===== src/rtl/pcie_wrap0_master_0_packets_to_bytes_pkg.sv =====
// Shared framing constants and FSM encoding for the Avalon-ST byte-stream
// packetiser/depacketiser pair.
package pcie_wrap0_master_0_packets_to_bytes_pkg;

  localparam logic [7:0] SOP_CHAR  = 8'h7A;
  localparam logic [7:0] EOP_CHAR  = 8'h7B;
  localparam logic [7:0] CHAN_CHAR = 8'h7C;
  localparam logic [7:0] ESC_CHAR  = 8'h7D;
  localparam logic [7:0] ESC_XOR   = 8'h20;

  typedef enum logic [2:0] {
    S_IDLE     = 3'd0,
    S_CH       = 3'd1,
    S_CH_ESC   = 3'd2,
    S_CH_VAL   = 3'd3,
    S_SOP      = 3'd4,
    S_EOP      = 3'd5,
    S_DATA_ESC = 3'd6,
    S_DATA     = 3'd7
  } state_t;

  function automatic logic is_special(input logic [7:0] b);
    return (b >= SOP_CHAR) && (b <= ESC_CHAR);
  endfunction

endpackage


===== src/rtl/pcie_wrap0_st_byte_escape.sv =====
// Combinational classifier: flags framing characters and supplies their
// escaped (xor 0x20) form.
module pcie_wrap0_st_byte_escape
  import pcie_wrap0_master_0_packets_to_bytes_pkg::*;
(
  input  logic [7:0] i_byte,
  output logic       o_is_special,
  output logic [7:0] o_escaped
);

  assign o_is_special = is_special(i_byte);
  assign o_escaped    = i_byte ^ ESC_XOR;

endmodule


===== src/rtl/pcie_wrap0_master_0_packets_to_bytes.sv =====
// Serialises Avalon-ST packet beats into a framed, escaped byte stream using
// in-band SOP/EOP/CHANNEL/ESCAPE characters.
module pcie_wrap0_master_0_packets_to_bytes
  import pcie_wrap0_master_0_packets_to_bytes_pkg::*;
#(
  parameter int CHANNEL_WIDTH         = 8,
  parameter bit RESEND_CHANNEL_ON_SOP = 1'b0
) (
  input  logic                     clk,
  input  logic                     reset,
  output logic                     in_ready,
  input  logic                     in_valid,
  input  logic [7:0]               in_data,
  input  logic [CHANNEL_WIDTH-1:0] in_channel,
  input  logic                     in_startofpacket,
  input  logic                     in_endofpacket,
  input  logic                     out_ready,
  output logic                     out_valid,
  output logic [7:0]               out_data
);

  state_t     r_state;
  state_t     w_nxt_state;
  state_t     w_data_state;
  state_t     w_first_state;
  logic       r_hold_valid;
  logic       r_sop;
  logic       r_eop;
  logic       r_last_ch_valid;
  logic [7:0] r_ch;
  logic [7:0] r_data;
  logic [7:0] r_last_ch;
  logic [7:0] r_out_data;
  logic       w_in_acc;
  logic       w_out_acc;
  logic       w_final_acc;
  logic       w_send_ch;
  logic       w_nxt_sop;
  logic       w_nxt_eop;
  logic       w_ch_spc;
  logic       w_data_spc;
  logic [7:0] w_nxt_ch;
  logic [7:0] w_nxt_data;
  logic [7:0] w_ch_x;
  logic [7:0] w_data_x;

  function automatic logic [7:0] state_byte(
    input state_t     s,
    input logic [7:0] ch,
    input logic       ch_spc,
    input logic [7:0] ch_x,
    input logic [7:0] d,
    input logic       d_spc,
    input logic [7:0] d_x
  );
    case (s)
      S_CH:                 return CHAN_CHAR;
      S_CH_ESC, S_DATA_ESC: return ESC_CHAR;
      S_CH_VAL:             return ch_spc ? ch_x : ch;
      S_SOP:                return SOP_CHAR;
      S_EOP:                return EOP_CHAR;
      S_DATA:               return d_spc ? d_x : d;
      default:              return 8'h00;
    endcase
  endfunction

  assign w_out_acc   = out_valid && out_ready;
  assign w_final_acc = (r_state == S_DATA) && out_ready;
  assign in_ready    = !r_hold_valid || w_final_acc;
  assign w_in_acc    = in_valid && in_ready;
  assign out_valid   = (r_state != S_IDLE);
  assign out_data    = r_out_data;

  // Beat that drives next-state decode: a newly accepted one wins over the held one
  always_comb begin
    w_nxt_ch   = r_ch;
    w_nxt_data = r_data;
    w_nxt_sop  = r_sop;
    w_nxt_eop  = r_eop;
    if (w_in_acc) begin
      w_nxt_ch   = 8'(in_channel);
      w_nxt_data = in_data;
      w_nxt_sop  = in_startofpacket;
      w_nxt_eop  = in_endofpacket;
    end else begin
      w_nxt_ch   = r_ch;
      w_nxt_data = r_data;
      w_nxt_sop  = r_sop;
      w_nxt_eop  = r_eop;
    end
  end

  pcie_wrap0_st_byte_escape u_ch_esc (
    .i_byte       (w_nxt_ch),
    .o_is_special (w_ch_spc),
    .o_escaped    (w_ch_x)
  );

  pcie_wrap0_st_byte_escape u_data_esc (
    .i_byte       (w_nxt_data),
    .o_is_special (w_data_spc),
    .o_escaped    (w_data_x)
  );

  // Next state: skip framing bytes the held beat does not need
  always_comb begin
    w_send_ch     = !r_last_ch_valid || (w_nxt_ch != r_last_ch) ||
                    (RESEND_CHANNEL_ON_SOP && w_nxt_sop);
    w_data_state  = w_data_spc ? S_DATA_ESC : S_DATA;
    w_first_state = w_send_ch ? S_CH : (w_nxt_sop ? S_SOP : (w_nxt_eop ? S_EOP : w_data_state));
    w_nxt_state   = r_state;
    if (w_in_acc) begin
      w_nxt_state = w_first_state;
    end else if (w_out_acc) begin
      case (r_state)
        S_CH:       w_nxt_state = w_ch_spc ? S_CH_ESC : S_CH_VAL;
        S_CH_ESC:   w_nxt_state = S_CH_VAL;
        S_CH_VAL:   w_nxt_state = w_nxt_sop ? S_SOP : (w_nxt_eop ? S_EOP : w_data_state);
        S_SOP:      w_nxt_state = w_nxt_eop ? S_EOP : w_data_state;
        S_EOP:      w_nxt_state = w_data_state;
        S_DATA_ESC: w_nxt_state = S_DATA;
        default:    w_nxt_state = S_IDLE;
      endcase
    end else begin
      w_nxt_state = r_state;
    end
  end

  // Holding register, channel tracking and registered output byte
  always_ff @(posedge clk) begin
    if (reset) begin
      r_state         <= S_IDLE;
      r_hold_valid    <= 1'b0;
      r_last_ch_valid <= 1'b0;
      r_last_ch       <= 8'h00;
      r_ch            <= 8'h00;
      r_data          <= 8'h00;
      r_sop           <= 1'b0;
      r_eop           <= 1'b0;
      r_out_data      <= 8'h00;
    end else begin
      r_state    <= w_nxt_state;
      r_out_data <= state_byte(w_nxt_state, w_nxt_ch, w_ch_spc, w_ch_x,
                               w_nxt_data, w_data_spc, w_data_x);
      r_ch       <= w_nxt_ch;
      r_data     <= w_nxt_data;
      r_sop      <= w_nxt_sop;
      r_eop      <= w_nxt_eop;
      if (w_in_acc) begin
        r_hold_valid <= 1'b1;
      end else if (w_final_acc) begin
        r_hold_valid <= 1'b0;
      end else begin
        r_hold_valid <= r_hold_valid;
      end
      if ((r_state == S_CH_VAL) && out_ready) begin
        r_last_ch       <= r_ch;
        r_last_ch_valid <= 1'b1;
      end else begin
        r_last_ch       <= r_last_ch;
        r_last_ch_valid <= r_last_ch_valid;
      end
    end
  end

endmodule


===== config.mk =====
export PLATFORM = sky130hd
export DESIGN_NAME = pcie_wrap0_master_0_packets_to_bytes
export DESIGN_NICKNAME = d
export VERILOG_FILES = /design/src/rtl/pcie_wrap0_master_0_packets_to_bytes_pkg.sv /design/src/rtl/pcie_wrap0_st_byte_escape.sv /design/src/rtl/pcie_wrap0_master_0_packets_to_bytes.sv
export SDC_FILE = /design/constraint.sdc
export NUM_CORES = 1
export LEC_CHECK = 0
export BUFFER_PORTS_ARGS = -buffer_cell sky130_fd_sc_hd__clkbuf_2
export CORE_MARGIN = 3
export CORE_UTILIZATION = 35
export DETAILED_ROUTE_END_ITERATION = 16
export GPL_ROUTABILITY_DRIVEN = 1
export HOLD_SLACK_MARGIN = 0.05
export PLACE_DENSITY_LB_ADDON = 0.12
export SLEW_MARGIN = 20
export SYNTH_ARGS = -nofsm -noshare
export SYNTH_HDL_FRONTEND = slang
export SYNTH_SLANG_ARGS = --single-unit

===== constraint.sdc =====
create_clock -name clk -period 2.1 [get_ports clk]
set_input_delay 0.42 -clock clk [delete_from_list [all_inputs] [get_ports clk]]
set_output_delay 0.42 -clock clk [all_outputs]
set_load 0.01 [all_outputs]

# Word-level counts from Yosys, hierarchy flattened
# Index checks and enable logic that the tools add are counted.
# Widths: inputs -> output; s select.
[word_totals] in_bits=22 out_inout_bits=10 n_memories=0 ramBits=0 latchBits=0 word_cells=60 mem_bits_ro=0 ff_bits=39
[classes] mul=0 div_mod_pow=0 n_bitwise=2 n_addsub=0 n_mux=17 magnitude_cmp=4 shift=0 n_reduce_logical=13 n_eq_ne=15
[ops] cell="$pmux 8 s6" n=1
[ops] cell="$eq 3x3->1 const B" n=8
[ops] cell="$pmux 3 s6" n=1
[ops] cell="$ge 8x7->1 const B" n=2
[ops] cell="$le 8x7->1 const B" n=2
[ops] cell="$mux 8" n=2
[ops] cell="$eq 3x2->1 const B" n=4
[ops] cell="$mux 3" n=4
[ops] cell="$mux 6" n=2
[ops] cell="$ne 8x8->1" n=1
[ops] cell="$eq 3x1->1 const B" n=2
[ops] cell="$logic_and 1x1->1" n=6
[ops] cell="$mux 1" n=6
[ops] cell="$reduce_bool 3->1" n=1
[ops] cell="$logic_not 1->1" n=2
[ops] cell="$logic_or 1x1->1" n=2
[ops] cell="$mux 2" n=1
[ops] cell="$not 1->1" n=2
[ops] cell="$reduce_bool 2->1" n=1
[ops] cell="$reduce_or 2->1" n=1

# Longest topological paths before layout
[logic_depth] ltp_word=16 depth_mapped=9 mapped_depth_nobuf=8

# Modules after synthesis
# Synthesis repeated with hierarchy kept, for this count alone.
[hier_totals] hier_cells=306 hier_area_um2=2458.6
[by_module_without_submodules] mod="pcie_wrap0_master_0_packets_to_bytes" instances=1 cells_each=282 seq_area_each_um2=780.7 area_each_um2=2288.4
[by_module_without_submodules] mod="pcie_wrap0_st_byte_escape" instances=2 cells_each=12 seq_area_each_um2=0.0 area_each_um2=85.1

# Worst setup path after synthesis
# OpenSTA, ideal clock, no wires.
[synth_timing] path_type="input to register" from="in in_channel[4]" to="reg r_out_data[3], in the netlist out_data[3]" arrival_ns=2.161 path_slack_ns=-0.180 setup_time_ns=0.120 t_required_ns=1.980 cell_stages=8 path_buffers=0 cell_sequence="xor2_1 -> or3_1 -> o31a_1 -> nor3_4 -> and2_4 -> o31a_4 -> nand2b_4 -> o31a_1"
[synth_via] elab_chain_len=10 word_cells_on_any_way=20 cone_classes="2 x order compare; 8 x eq/ne; 7 x mux; 3 x reduce/logical"
[synth_rtl] item="from (decl)" line="pcie_wrap0_master_0_packets_to_bytes.sv:14" text="input logic [CHANNEL_WIDTH-1:0] in_channel,"
[synth_rtl] item="$mux 8 *" line="pcie_wrap0_master_0_packets_to_bytes.sv:80" text="if (w_in_acc) begin"
[synth_rtl] item="$ge 8x7->1 / $le 8x7->1 (equally long branches)" line="pcie_wrap0_master_0_packets_to_bytes_pkg.sv:23" text="return (b >= SOP_CHAR) && (b <= ESC_CHAR);"
[synth_rtl] item="$logic_and 1x1->1" line="pcie_wrap0_master_0_packets_to_bytes_pkg.sv:23"
[synth_rtl] item="$mux 1" line="pcie_wrap0_master_0_packets_to_bytes.sv:116" text="S_CH: w_nxt_state = w_ch_spc ? S_CH_ESC : S_CH_VAL;"
[synth_rtl] item="$pmux 3 s6" line="pcie_wrap0_master_0_packets_to_bytes.sv:115" text="case (r_state)"
[synth_rtl] item="$mux 3" line="pcie_wrap0_master_0_packets_to_bytes.sv:114" text="end else if (w_out_acc) begin"
[synth_rtl] item="$mux 3 *" line="pcie_wrap0_master_0_packets_to_bytes.sv:112" text="if (w_in_acc) begin"
[synth_rtl] item="$eq 3x2->1 / $eq 3x3->1 (equally long branches)" line="pcie_wrap0_master_0_packets_to_bytes.sv:56" text="case (s)"
[synth_rtl] item="$reduce_or 2->1" line="pcie_wrap0_master_0_packets_to_bytes.sv:56"
[synth_rtl] item="$pmux 8 s6 *" line="pcie_wrap0_master_0_packets_to_bytes.sv:56"
[synth_rtl] item="to (signal assigned)" line="pcie_wrap0_master_0_packets_to_bytes.sv:143" text="r_out_data <= state_byte(w_nxt_state, w_nxt_ch, w_ch_spc, w_ch_x,"
[synth_rtl] item="to (decl)" line="pcie_wrap0_master_0_packets_to_bytes.sv:33" text="logic [7:0] r_out_data;"
# Mark *: on every way between the ends. The rest lies on a longest branch, timed or not.
# A chain may end at the register's enable or synchronous reset.

# Worst setup path after layout
[layout_timing] from="reg r_state[1]" to="reg r_out_data[0], in the netlist out_data[0]"
[layout_via] elab_chain_len=16 word_cells_on_any_way=43 cone_classes="4 x order compare; 15 x eq/ne; 15 x mux; 9 x reduce/logical"
[layout_rtl] item="from (decl)" line="pcie_wrap0_master_0_packets_to_bytes.sv:22" text="state_t r_state;"
[layout_rtl] item="from (signal assigned)" line="pcie_wrap0_master_0_packets_to_bytes.sv:142" text="r_state <= w_nxt_state;"
[layout_rtl] item="$eq 3x3->1" line="pcie_wrap0_master_0_packets_to_bytes.sv:68" text="assign w_final_acc = (r_state == S_DATA) && out_ready;"
[layout_rtl] item="$logic_and 1x1->1" line="pcie_wrap0_master_0_packets_to_bytes.sv:68"
[layout_rtl] item="$logic_or 1x1->1" line="pcie_wrap0_master_0_packets_to_bytes.sv:69" text="assign in_ready = !r_hold_valid || w_final_acc;"
[layout_rtl] item="$logic_and 1x1->1" line="pcie_wrap0_master_0_packets_to_bytes.sv:70" text="assign w_in_acc = in_valid && in_ready;"
[layout_rtl] item="$mux 8" line="pcie_wrap0_master_0_packets_to_bytes.sv:80"
[layout_rtl] item="$ge 8x7->1 / $le 8x7->1 (equally long branches)" line="pcie_wrap0_master_0_packets_to_bytes_pkg.sv:23"
[layout_rtl] item="$logic_and 1x1->1" line="pcie_wrap0_master_0_packets_to_bytes_pkg.sv:23"
[layout_rtl] item="$mux 1" line="pcie_wrap0_master_0_packets_to_bytes.sv:109" text="w_data_state = w_data_spc ? S_DATA_ESC : S_DATA;"
[layout_rtl] item="$mux 2" line="pcie_wrap0_master_0_packets_to_bytes.sv:110, pcie_wrap0_master_0_packets_to_bytes.sv:118, pcie_wrap0_master_0_packets_to_bytes.sv:119"
[layout_rtl] item="$mux 3" line="pcie_wrap0_master_0_packets_to_bytes.sv:110, pcie_wrap0_master_0_packets_to_bytes.sv:118"
[layout_rtl] item="$pmux 3 s6" line="pcie_wrap0_master_0_packets_to_bytes.sv:115"
[layout_rtl] item="$mux 3" line="pcie_wrap0_master_0_packets_to_bytes.sv:114"
[layout_rtl] item="$mux 3" line="pcie_wrap0_master_0_packets_to_bytes.sv:112"
[layout_rtl] item="$eq 3x2->1 / $eq 3x3->1 (equally long branches)" line="pcie_wrap0_master_0_packets_to_bytes.sv:56"
[layout_rtl] item="$reduce_or 2->1" line="pcie_wrap0_master_0_packets_to_bytes.sv:56"
[layout_rtl] item="$pmux 8 s6 *" line="pcie_wrap0_master_0_packets_to_bytes.sv:56"
# Marks and branches as above.

==> impl_metrics.toml <==
[run_status]
status = "complete, but fails checks"
violations = "setup timing"

[logic_synthesis]
synth_mux_area_share_pct = 3.547
ys_async_sr_fraction_pct = 0
yosysSeqAreaShare_pct = 38.17
synthAdderAreaFrac_pct = 0
synth_area_per_cell_sq_um = 7.868
synthXorXnorAreaFrac_pct = 4.281
synth_edf_count = 0
ys_top_cells_by_count = "55 x nand2_1, 39 x dfxtp_1, 37 x a21oi_1"
synth_top_area_cell = "dfxtp_1"
synth_top_family_by_area = "simple AND/OR/NAND/NOR gates"
synth_seq_cells = 39
synth_compound_area_share_pct = 24.34
synth_fp_nets = 282
synthesis.area_sq_um = 2046
synth_most_common_cell = "nand2_1"
ys_top_cells_by_area = "dfxtp_1 38%, nand2_1 10%, a21oi_1 9.1%"
synthDistinctLibCells = 50
synth_cells = 260
yosys.area_share.simple_pct = 26.36
ys_warn_count = 0
synth_top_area_share_pct = 38.17
synth_top_flop_cell = "dfxtp_1"

[worst_setup_path]
critPathCaptureType = "register"
worstPathArrival_ns = 2.49
r2r-end = "out_data[0]$_SDFF_PP0_"
crit_slowest_cell = "dfxtp_4"
ff2ff_path_depth = 10
crit_chain = "and4_4, o21ai_4, buf_6, o311ai_4, nor2_2, buf_6, and2_4, o31a_4, a211o_1, a21oi_2"
crit_required_ns = 2.32
max_stage_delay_ns = 0.38
r2r_slack_ns = -0.17
crit_type = "reg -> reg"
crit_fanout = 5
r2r-start = "r_state[1]$_SDFF_PP0_"
cpLargestDelayFamily = "compound AO/OA/AOI/OAI gates"
path_buf_inv = 2
cpMostUsedCell = "buf_6"
start_kind = "register"

[clocking]
htreeDepth = 2
clock-root-buffer = "clkbuf_8"
clkTransAtPathRegs_ns = 0.08
cts.sinks = 39
cts_hold_buf = 0
cts_tree = "yes"
clock_latency_ns = 0.29
cts_max_path_buffers = 2
cts_buffers = 5

[floorplan]
num_rows = 27
die_w_um = 82.45
die_h_um = 82.45
initial_core_util_pct = 36.70
core_area_sq_um = 5574
die-area_sq_um = 6798
io-pin-count = 32

[detailed_routing]
wl_met2_mm = 3.067
drcViolationCount = 0
wl_per_cell_um = 14.95
antenna_left = 0
drt-initial-drc-count = 133
wl_met3_um = 284
num_vias = 2212
wirelength_mm = 6.517
dr.max_layer_used = "met4"
wl_met1_mm = 3.124
dr.pass1.iters = 5
vias_per_cell = 5.073

[cells_and_area]
drive_gt1_share_pct = 41.48
layout.nets = 385
final-seq-area_sq_um = 792.0
final_util_pct = 55.51
num_antenna_cells = 0
n_fill_cell = 521
syn_to_final_growth_pct = 51.25
multiInputGateArea_sq_um = 1360

[place]
dpl.hpwl_mm = 4.854
place.gp.congestion = 0.8384
port_buffers = 31

[sta]
tightest_slew_ns = 0.6048
period_share_pct = 108.2
fmax_mhz = 440.3
rsz0062_at_grt = "true"
setup_slack_ns = -0.1713
holdWs_ns = 0.3953
finalSetupViolCount = 8
slew_headroom_pct = 59.68
fin_worst_skew_ns = 0.004109
hold_viol = 0
min_period_ns = 2.271
slew_violations = 0

[grt]
grt_use_total_pct = 20.45
grt-ovfl-total = 0
grt_max_degree = 26
grt_pass1_wl_mm = 10.45
antenna_found_initial = 0
grt_pass1_vias = 2206

[power]
peakVddDrop_mv = 0.2783
p_per_area_nw_per_um2 = 594.9
p_leak_nw = 1.306

[run]
maxCapViolCount = 0

[worst_hold_path]
hold_end = "r_data[3]$_SDFF_PP0_"
whs_path_depth = 3
worstHoldPathType = "in -> reg"
hp-start = "in_data[3]"
==> layout by cell type (no fill, tap or decap), types with 6 or more instances in the layout <==
| master | n |
|---|---|
| nand2_1 | 54 |
| clkbuf_2 | 31 |
| nand4_1 | 6 |
| a21oi_1 | 34 |
| dfxtp_2 | 6 |
| nor2_1 | 19 |
| dfxtp_1 | 32 |
| nor2b_1 | 10 |
| buf_4 | 71 |
==> stage by stage <==
stage	power, mW	cell area (sq um)	worst slack [ns]	cells	setup TNS [ns]
floorplan	1.058	2059	-0.07674	260	-0.3232
CTS	1.820	2972	-0.1729	432	-0.8906
finish	1.841	3094	-0.1713	436	-1.101
detailed placement	1.259	2740	-0.3989	416	-3.367
global route	1.927	3094	-0.2316	436	-1.672
global placement	1.260	2740	-0.3915	416	-3.606
==> layer usage <==
metal	vias up	GRT usage, %
met2	49	32.29
met5	-	0
met3	4	4.338
met1	1030	28.04
met4	0	5.648
li1	1129	-
==> worst max path at each step <==
stage,to,cells after the start,start
final,out_data[0]$_SDFF_PP0_,10,r_state[1]$_SDFF_PP0_
after detailed placement,out_data[0]$_SDFF_PP0_,11,out_ready
after global placement,out_data[4]$_SDFF_PP0_,10,out_ready
after global routing,out_data[4]$_SDFF_PP0_,8,r_last_ch[1]$_SDFFE_PP0P_
after CTS,out_data[0]$_SDFF_PP0_,10,r_state[2]$_SDFF_PP0_
after floorplan,out_data[3]$_SDFF_PP0_,8,in_channel[1]
==> kinds of logic (layout without fill, tap and decap cells) <==
kind of cell    count (synthesis)  after routing
simple gates                  112            112
flops                          39             39
xor+xnor                       10             10
mux                             6              6
buf+inv                        17            121
compound gates                 76             76
==> power by group <==
part	internal [mW]	leakage (nW)	switching, mW
clock	0.232	0.0412	0.278
combinational	0.260	0.943	0.258
sequential	0.787	0.322	0.0258
==> area by class of cell <==
class	count	share of cell area (%)
Timing Repair Buffer	107	24.06
Clock inverter	2	0.4044
Multi-Input combinational cell	204	43.95
Tap cell	72	2.911
Inverter	6	0.7279
Clock buffer	6	2.345
Sequential cell	39	25.60
==> worst register-to-register path, delay by kind of cell, from the launching register on <==
family / cells / cell delay, ns
buffers and inverters: 2 / 0.28
flip-flops: 1 / 0.38
AND/OR/NAND/NOR: 3 / 0.51
AO/OA/AOI/OAI: 5 / 1.04
==> what timing repair did <==
item,4_1_cts,5_1_grt
cloned,0,0
pin swaps,6,13
resized for setup,20,20
setup buffers,8,5
endpoints found under the setup margin,11,12
==> state kept, by name, summed over array words and instances, names as in the netlist <==
| signal | count |
|---|---|
| out_data | 8 |
| r_ch | 8 |
| r_data | 8 |
| r_last_ch | 8 |
| r_state | 3 |
| r_eop | 1 |
| r_hold_valid | 1 |
| r_last_ch_valid | 1 |
| r_sop | 1 |
No activity file was read; power rests on OpenSTA's default activity.
